File: src/rtl/iobuf_ctrl.sv
// Per-pin iobuf sequencer: enforces oe dead-time around dir/od changes, syncs dout for read-back.
// Commands are accepted only in IDLE; all pin and response outputs are registered.
module iobuf_ctrl #(
  parameter int TURN_CYCLES   = 4,
  parameter int SYNC_STAGES   = 2,
  parameter int SETTLE_CYCLES = 2
) (
  input  logic       clk,
  input  logic       rst,
  input  logic       cmd_valid,
  output logic       cmd_ready,
  input  logic [2:0] cmd_op,
  input  logic       cmd_data,
  output logic       rsp_valid,
  output logic       rsp_data,
  output logic       busy,
  output logic       oe,
  output logic       od,
  output logic       dir,
  output logic       din,
  input  logic       dout
);

  localparam int TURN_LOAD_I = TURN_CYCLES - 1;
  localparam int WAIT_LOAD_I = SETTLE_CYCLES + SYNC_STAGES - 1;
  localparam int CNT_MAX     = (TURN_LOAD_I > WAIT_LOAD_I) ? TURN_LOAD_I : WAIT_LOAD_I;
  localparam int CW          = $clog2(CNT_MAX + 1);

  localparam logic [CW-1:0] TURN_LOAD = CW'(TURN_LOAD_I);
  localparam logic [CW-1:0] WAIT_LOAD = CW'(WAIT_LOAD_I);
  localparam logic [CW-1:0] CNT_ONE   = CW'(1);

  localparam logic [2:0] OP_HIZ    = 3'd1;
  localparam logic [2:0] OP_SET_PP = 3'd2;
  localparam logic [2:0] OP_SET_OD = 3'd3;
  localparam logic [2:0] OP_INPUT  = 3'd4;
  localparam logic [2:0] OP_READ   = 3'd5;
  localparam logic [2:0] OP_WR     = 3'd6;

  typedef enum logic [1:0] {
    S_IDLE   = 2'd0,
    S_TURN   = 2'd1,
    S_ENABLE = 2'd2,
    S_WAIT   = 2'd3
  } state_t;

  state_t          state, state_nxt;
  logic [CW-1:0]   cnt, cnt_nxt;
  logic            tgt_dir, tgt_od, tgt_din;
  logic            tgt_dir_nxt, tgt_od_nxt, tgt_din_nxt;
  logic            oe_nxt, od_nxt, dir_nxt, din_nxt;
  logic            rsp_valid_nxt, rsp_data_nxt;
  logic [SYNC_STAGES-1:0] sync_q;
  logic            dout_sync;

  logic            accept;
  logic            is_cfg, is_rd;
  logic            op_dir, op_od;
  logic            same_cfg;

  assign cmd_ready = (state == S_IDLE);
  assign busy      = !cmd_ready;
  assign accept    = cmd_valid && cmd_ready;
  assign dout_sync = sync_q[SYNC_STAGES-1];

  // Decode the configuration a SET/INPUT command is asking for.
  always_comb begin
    is_cfg = 1'b0;
    is_rd  = 1'b0;
    op_dir = dir;
    op_od  = od;
    case (cmd_op)
      OP_SET_PP: begin is_cfg = 1'b1; op_dir = 1'b0; op_od = 1'b0; end
      OP_SET_OD: begin is_cfg = 1'b1; op_dir = 1'b0; op_od = 1'b1; end
      OP_INPUT:  begin is_cfg = 1'b1; op_dir = 1'b1; op_od = 1'b0; end
      OP_READ, OP_WR: is_rd = 1'b1;
      default: ;
    endcase
  end

  assign same_cfg = (op_dir == dir) && (op_od == od);

  always_ff @(posedge clk or negedge rst) begin
    if (!rst) state <= S_IDLE;
    else      state <= state_nxt;
  end

  always_comb begin
    state_nxt = state;
    case (state)
      S_IDLE: begin
        if (accept) begin
          if (is_cfg) begin
            if (!oe)           state_nxt = S_ENABLE;
            else if (!same_cfg) state_nxt = S_TURN;
          end else if (is_rd) begin
            state_nxt = S_WAIT;
          end
        end
      end
      S_TURN:   if (cnt == '0) state_nxt = S_ENABLE;
      S_ENABLE: state_nxt = S_IDLE;
      S_WAIT:   if (cnt == '0) state_nxt = S_IDLE;
      default:  state_nxt = S_IDLE;
    endcase
  end

  always_comb begin
    oe_nxt        = oe;
    od_nxt        = od;
    dir_nxt       = dir;
    din_nxt       = din;
    rsp_valid_nxt = 1'b0;
    rsp_data_nxt  = rsp_data;
    cnt_nxt       = cnt;
    tgt_dir_nxt   = tgt_dir;
    tgt_od_nxt    = tgt_od;
    tgt_din_nxt   = tgt_din;
    case (state)
      S_IDLE: begin
        if (accept) begin
          if (cmd_op == OP_HIZ) begin
            oe_nxt = 1'b0;
          end else if (is_cfg) begin
            tgt_dir_nxt = op_dir;
            tgt_od_nxt  = op_od;
            tgt_din_nxt = cmd_data;
            if (!oe) begin
              // Buffer already disabled: dir/od can move now, oe follows next cycle.
              dir_nxt = op_dir;
              od_nxt  = op_od;
              din_nxt = cmd_data;
            end else if (same_cfg) begin
              din_nxt = cmd_data;
            end else begin
              oe_nxt  = 1'b0;
              cnt_nxt = TURN_LOAD;
            end
          end else if (is_rd) begin
            if (cmd_op == OP_WR) din_nxt = cmd_data;
            cnt_nxt = WAIT_LOAD;
          end
        end
      end
      S_TURN: begin
        if (cnt == '0) begin
          dir_nxt = tgt_dir;
          od_nxt  = tgt_od;
          din_nxt = tgt_din;
        end else begin
          cnt_nxt = cnt - CNT_ONE;
        end
      end
      S_ENABLE: oe_nxt = 1'b1;
      S_WAIT: begin
        if (cnt == '0) begin
          rsp_valid_nxt = 1'b1;
          rsp_data_nxt  = dout_sync;
        end else begin
          cnt_nxt = cnt - CNT_ONE;
        end
      end
      default: ;
    endcase
  end

  always_ff @(posedge clk or negedge rst) begin
    if (!rst) begin
      oe        <= 1'b0;
      od        <= 1'b0;
      dir       <= 1'b1;
      din       <= 1'b0;
      rsp_valid <= 1'b0;
      rsp_data  <= 1'b0;
      cnt       <= '0;
      tgt_dir   <= 1'b1;
      tgt_od    <= 1'b0;
      tgt_din   <= 1'b0;
    end else begin
      oe        <= oe_nxt;
      od        <= od_nxt;
      dir       <= dir_nxt;
      din       <= din_nxt;
      rsp_valid <= rsp_valid_nxt;
      rsp_data  <= rsp_data_nxt;
      cnt       <= cnt_nxt;
      tgt_dir   <= tgt_dir_nxt;
      tgt_od    <= tgt_od_nxt;
      tgt_din   <= tgt_din_nxt;
    end
  end

  // dout is asynchronous to clk.
  always_ff @(posedge clk or negedge rst) begin
    if (!rst) sync_q <= '0;
    else      sync_q <= {sync_q[SYNC_STAGES-2:0], dout};
  end

endmodule
File: config.mk
export PLATFORM = sky130hd
export DESIGN_NAME = iobuf_ctrl
export DESIGN_NICKNAME = d
export VERILOG_FILES = /design/src/rtl/iobuf_ctrl.sv
export SDC_FILE = /design/constraint.sdc
export NUM_CORES = 1
export LEC_CHECK = 0
export ABC_CLOCK_PERIOD_IN_PS = 2600
export BUFFER_PORTS_ARGS = -buffer_cell sky130_fd_sc_hd__clkbuf_2
export CORE_ASPECT_RATIO = 0.75
export CORE_UTILIZATION = 50
export CTS_CLUSTER_SIZE = 20
export DETAILED_ROUTE_END_ITERATION = 8
export PLACE_DENSITY = 0.76
export SETUP_SLACK_MARGIN = 0.02
export SYNTH_ARGS = -nofsm -noshare
export SYNTH_HDL_FRONTEND = slang
export SYNTH_SLANG_ARGS = --single-unit
export TNS_END_PERCENT = 20
File: constraint.sdc
create_clock -name clk -period 2.6 [get_ports clk]
set_input_delay 0.26 -clock clk [delete_from_list [all_inputs] [get_ports clk]]
set_output_delay 0.26 -clock clk [all_outputs]
set_load 0.01 [all_outputs]
# After elaboration in Yosys (flattened, before gate mapping)

Index checks and enable logic that the tools add are counted.

Equality and inequality tests: 25
Muxes and demuxes: 48
Bitwise operators: 1
Add/sub/neg operators: 1
Reduce and logical (&&, ||, !) cells: 20

Operators with widths:

| cell                                                            | number |
|---|---|
| 1-bit 2-to-1 mux                                                | 27 |
| 2-bit 2-to-1 mux                                                | 13 |
| 7-bit AND reduction                                             | 2 |
| 1-bit case mux with 2 select lines                              | 6 |
| 2-bit != test, second input constant                            | 5 |
| 3-bit == test, second input constant                            | 3 |
| 3-bit by 1-bit != test with 1-bit output, second input constant | 3 |
| 2-bit case mux with 4 select lines                              | 1 |
| 2-bit OR reduction                                              | 4 |
| 3-bit by 2-bit == test with 1-bit output, second input constant | 2 |
| 3-bit != test, second input constant                            | 2 |
| 6-bit AND reduction                                             | 1 |
| 2-bit nonzero test                                              | 3 |
| 5-bit AND reduction                                             | 1 |
| 2-bit == test, second input constant                            | 2 |
| 2-bit logical NOT                                               | 2 |
| 2-bit by 1-bit != test with 1-bit output, second input constant | 2 |
| 4-bit by 3-bit != test with 1-bit output, second input constant | 1 |
| 4-bit != test, second input constant                            | 1 |
| 2-bit case mux with 2 select lines                              | 1 |
| 4-bit AND reduction                                             | 1 |
| 3-bit by 1-bit == test with 1-bit output, second input constant | 1 |
| 3-bit AND reduction                                             | 1 |
| 3-bit OR reduction                                              | 1 |
| other kinds (7)                                                 | 9 |

Logic and storage cells: 107
Register bits after elaboration: 15
Bits of input ports: 8

# Logic depth before layout (Yosys ltp)

Depth after elaboration: 11
Mapped depth: 6
Gate-level depth less buffers: 6

# Worst setup path before layout

No wires, ideal clock.

Kind: register to register
From: register dir
To: register din
Arrival time: 1.504 ns
Required time: 2.460 ns
Library setup time: 0.140 ns
Period minus slack after synthesis: 1.644 ns
Path slack: 0.956 ns
Stages on the path, launching flop included: 6
Cells stage by stage: dfstp_2 > buf_6 > or4b_1 > o31a_1 > a2111oi_0 > a211oi_1

Cells in the longest elaborated chain, start to end: 5

RTL lines:

| element                                                     | line | RTL |
|---|---|---|
| from (decl)                                                 | 19   | `output logic dir,` |
| from (signal assigned)                                      | 182  | `dir <= dir_nxt;` |
| 1-bit case mux with 2 select lines                          | 72   | `case (cmd_op)` |
| 1-bit == test *                                             | 81   | `assign same_cfg = (op_dir == dir) && (op_od == od);` |
| 1-bit logical AND *                                         | 81   |  |
| 4-bit by 3-bit != test with 1-bit output (no source line) * | --   |  |
| 7-bit AND reduction (no source line) *                      | --   |  |
| to (signal assigned)                                        | 183  | `din <= din_nxt;` |
| to (decl)                                                   | 20   | `output logic din,` |

Every way passes the cells marked *; elsewhere a longest branch is shown, timed or not.
A chain may end at the register's enable or synchronous reset.

# Worst setup path after layout

Same ends and word-level chain as after synthesis.

==> run metrics <==
CTS hold repair buffers=1; drt initial violations=32; Critical Path, Cell by Cell=or4b_1 > o31a_1 > a2111oi_0 > a211oi_1; Clock power frac=12.5%; GR Util All Layers=23.8%; final setup skew=around 0.0027 ns; post-route minimum period=1.66 ns; die area=0.00197 mm2; Die Width=between 50 and 60 um; Slew HR=between 70 and 80%; DRT antenna net count=0; Root Buffer=clkbuf_4; clock buffer depth=2; Hold WC Path Type=in2reg; IO Count=16; H-Tree Level Count=1; Peak VDD IR=around 0.00074 V; n_diodes=0; area of the multi-input gates=between 400 and 500 um2; CP Class=reg2reg; WP data arrival=1.81 ns; Yosys top cell by area=dfrtp_1; initial antenna violation count=0; Fin. Hold Viols=0; internal power=between 0.6 and 0.7 mW; FMAX=601 MHz; Reg area=378 um2; setup_tns=0 ns; DR WL/cell=around 14 um; final net count=roughly 120; dpl cells=128; Final setup violation count=0; Sink Count=15; Mapped Avg Cell Area=9.27 um2; non-filler cells, final=133; worst-path fanout max=10; Worst setup EP type=flop; Max Cap Viol=0; Seq/Total Area, Yosys=42.0%; Tcrit/Tclk final=64.0%; total gr overflow=0; total design power=1.03 mW; Gate Count Post-Synth=97; IO buf count=15; clk_lat worst skew=around 0.28 ns; DRC viols=0; first-pass GRT wire length=3280 um; Area growth syn-to-layout=12.2%; std cell rows=12; vias in the first global route=around 740; Psw=0.423 mW; worst hold margin=between 0.07 and 0.08 ns; post-synth net total=106; number of CTS-inserted buffers=3; sw frac=41.2%; CTS tree=built; Power per Cell Area=around 1000 mW/mm2; worst slew pin tran=approximately 0.43 ns; Yosys reg bits=15; Detailed Place HPWL=1400 um; crit path max-delay cell type=or4b_1; Mapped Area=900 um2; Req. time, crit path=2.75 ns; Synth top area share=36.2%; synth top area cells=dfrtp_1 (36%), dfstp_2 (5.8%), mux2_2 (5.0%); Reg power frac=43.6%; combinational share of power=43.9%; Ys Warns=0; final wirelength=1910 um; CTS clk-pin slew, worst paths=about 0.090 ns; die height=between 30 and 40 um; RSZ-0062 raised after global routing=no; Yosys cell types=38; CP peak stage delay=0.48 ns; Starting Density=57.1%; largest net degree at the start of global routing=18; outcome=finished clean; setup repair bufs after CTS=0; layout cells sized above 1=22.3%; Top Family by Delay on Critical Path=compound AO/OA/AOI/OAI gates; Buf+Inv Stages, Crit Path=0; critical path launch point type=flop; core footprint=0.00158 mm2; Initial DRT Pass Iterations=4; final slew viol count=0; Static Leak=0.467 nW; # resized after CTS=0; fill count=141; Placer Congestion=0.813; vias per cell=5.94; vias=790
-- routing by layer --
metal	share of wire, %	track usage, %
met4	0.94	4.17
met2	47	40.1
met1	45	28.7
met5	0	0
met3	6.5	10.2
-- sequential cells by signal (all words and copies together) (netlist names) --
register and cells:
tgt_dir 1, rsp_valid 1, od 1, dir 1, tgt_din 1, sync_q 2, state 2, cnt 2
tgt_od 1, din 1, rsp_data 1, oe 1
-- through the flow --
step	instance area, um2	utilization, %	setup slack, ns
2_1_floorplan	900	-	0.956
3_3_place_gp	972	61.7	0.888
3_5_place_dp	972	61.7	0.817
4_1_cts	1010	64.0	0.938
5_1_grt	1010	64.0	0.790
6_report	1010	64.0	0.935
-- power by group through the flow --
| stage | logic [mW] | clock network, mW | registers [mW] |
|---|---|---|---|
| after detailed placement | 0.445 | 0 | 0.452 |
| after floorplan | 0.330 | 0 | 0.428 |
| after CTS | 0.451 | 0.132 | 0.447 |
| after global routing | 0.510 | 0.144 | 0.466 |
| after global placement | 0.435 | 0 | 0.441 |
| final | 0.451 | 0.128 | 0.448 |
-- layout make-up --
type | count | area share (%)
repair buffers | 16 | 8.43
flip-flops and latches | 15 | 37.4
clock inverters | 1 | 0.496
inverters | 8 | 2.97
clock buffers | 3 | 2.23
multi-input cells | 69 | 45.8
well taps | 21 | 2.60
-- layout by cell type, fill, tap and decap left out, types with 2 or more instances in the layout --
master,instances
nor2b_1,6
o21ai_0,8
clkbuf_4,3
nand2b_1,2
o21a_1,2
dfstp_2,2
o211ai_1,4
nand2_1,8
inv_1,8
clkbuf_2,15
nor2_1,5
dfrtp_1,13
a21o_1,2
a21oi_1,5
nor3b_1,2
mux2_2,4
-- Yosys cell counts --
cell type  count
o22ai_1        1
nor2_1         5
a211o_1        1
nand2_1        8
xor2_1         1
o211ai_1       4
o31a_1         1
o2111ai_1      1
clkbuf_1       2
xnor2_1        1
o21bai_1       1
a22o_1         1
a2111oi_0      1
a2bb2oi_1      1
a21oi_1        5
nor4b_1        1
o21a_1         2
mux2_2         4
a21o_1         2
inv_1          8
o31ai_1        1
nand2b_1       2
dfrtp_1       13
nor2b_1        6
or4b_1         1
nand3_1        1
a211oi_1       1
nor4bb_1       1
nor3b_1        2
and4_1         1
and3b_1        1
ha_1           1
dfstp_2        2
buf_6          1
o21ai_0        8
a31oi_1        1
a41o_1         1
buf_2          2
-- logic make-up (layout without fill, tap and decap cells) --
kind of cell             count (synthesis)  count (layout)  share of synthesized area (%)
AND/OR/NAND/NOR                         29              29                           18.4
buffers and inverters                   13              28                           6.54
multiplexers                             4               4                           5.01
flip-flops                              15              15                           42.0
adder cells (fa/ha/maj)                  1               1                           1.39
AO/OA/AOI/OAI                           33              33                           24.8
XOR/XNOR                                 2               2                           1.95
-- worst paths after layout --
| path | from | endpoint | slack [ns] | cells past startpoint |
|---|---|---|---|---|
| min in group asynchronous | rst | sync_q[0] | 0.44 | 2 |
| worst max-delay path | dir | din | 0.94 | 4 |
| worst min register to register | sync_q[0] | sync_q[1] | 0.36 | 0 |
| worst max register to register | dir | din | 0.94 | 4 |
| worst min-delay path | dout | sync_q[0] | 0.08 | 1 |
| max in group asynchronous | rst | tgt_dir | 1.85 | 2 |
(Power assumes the default switching activity.)
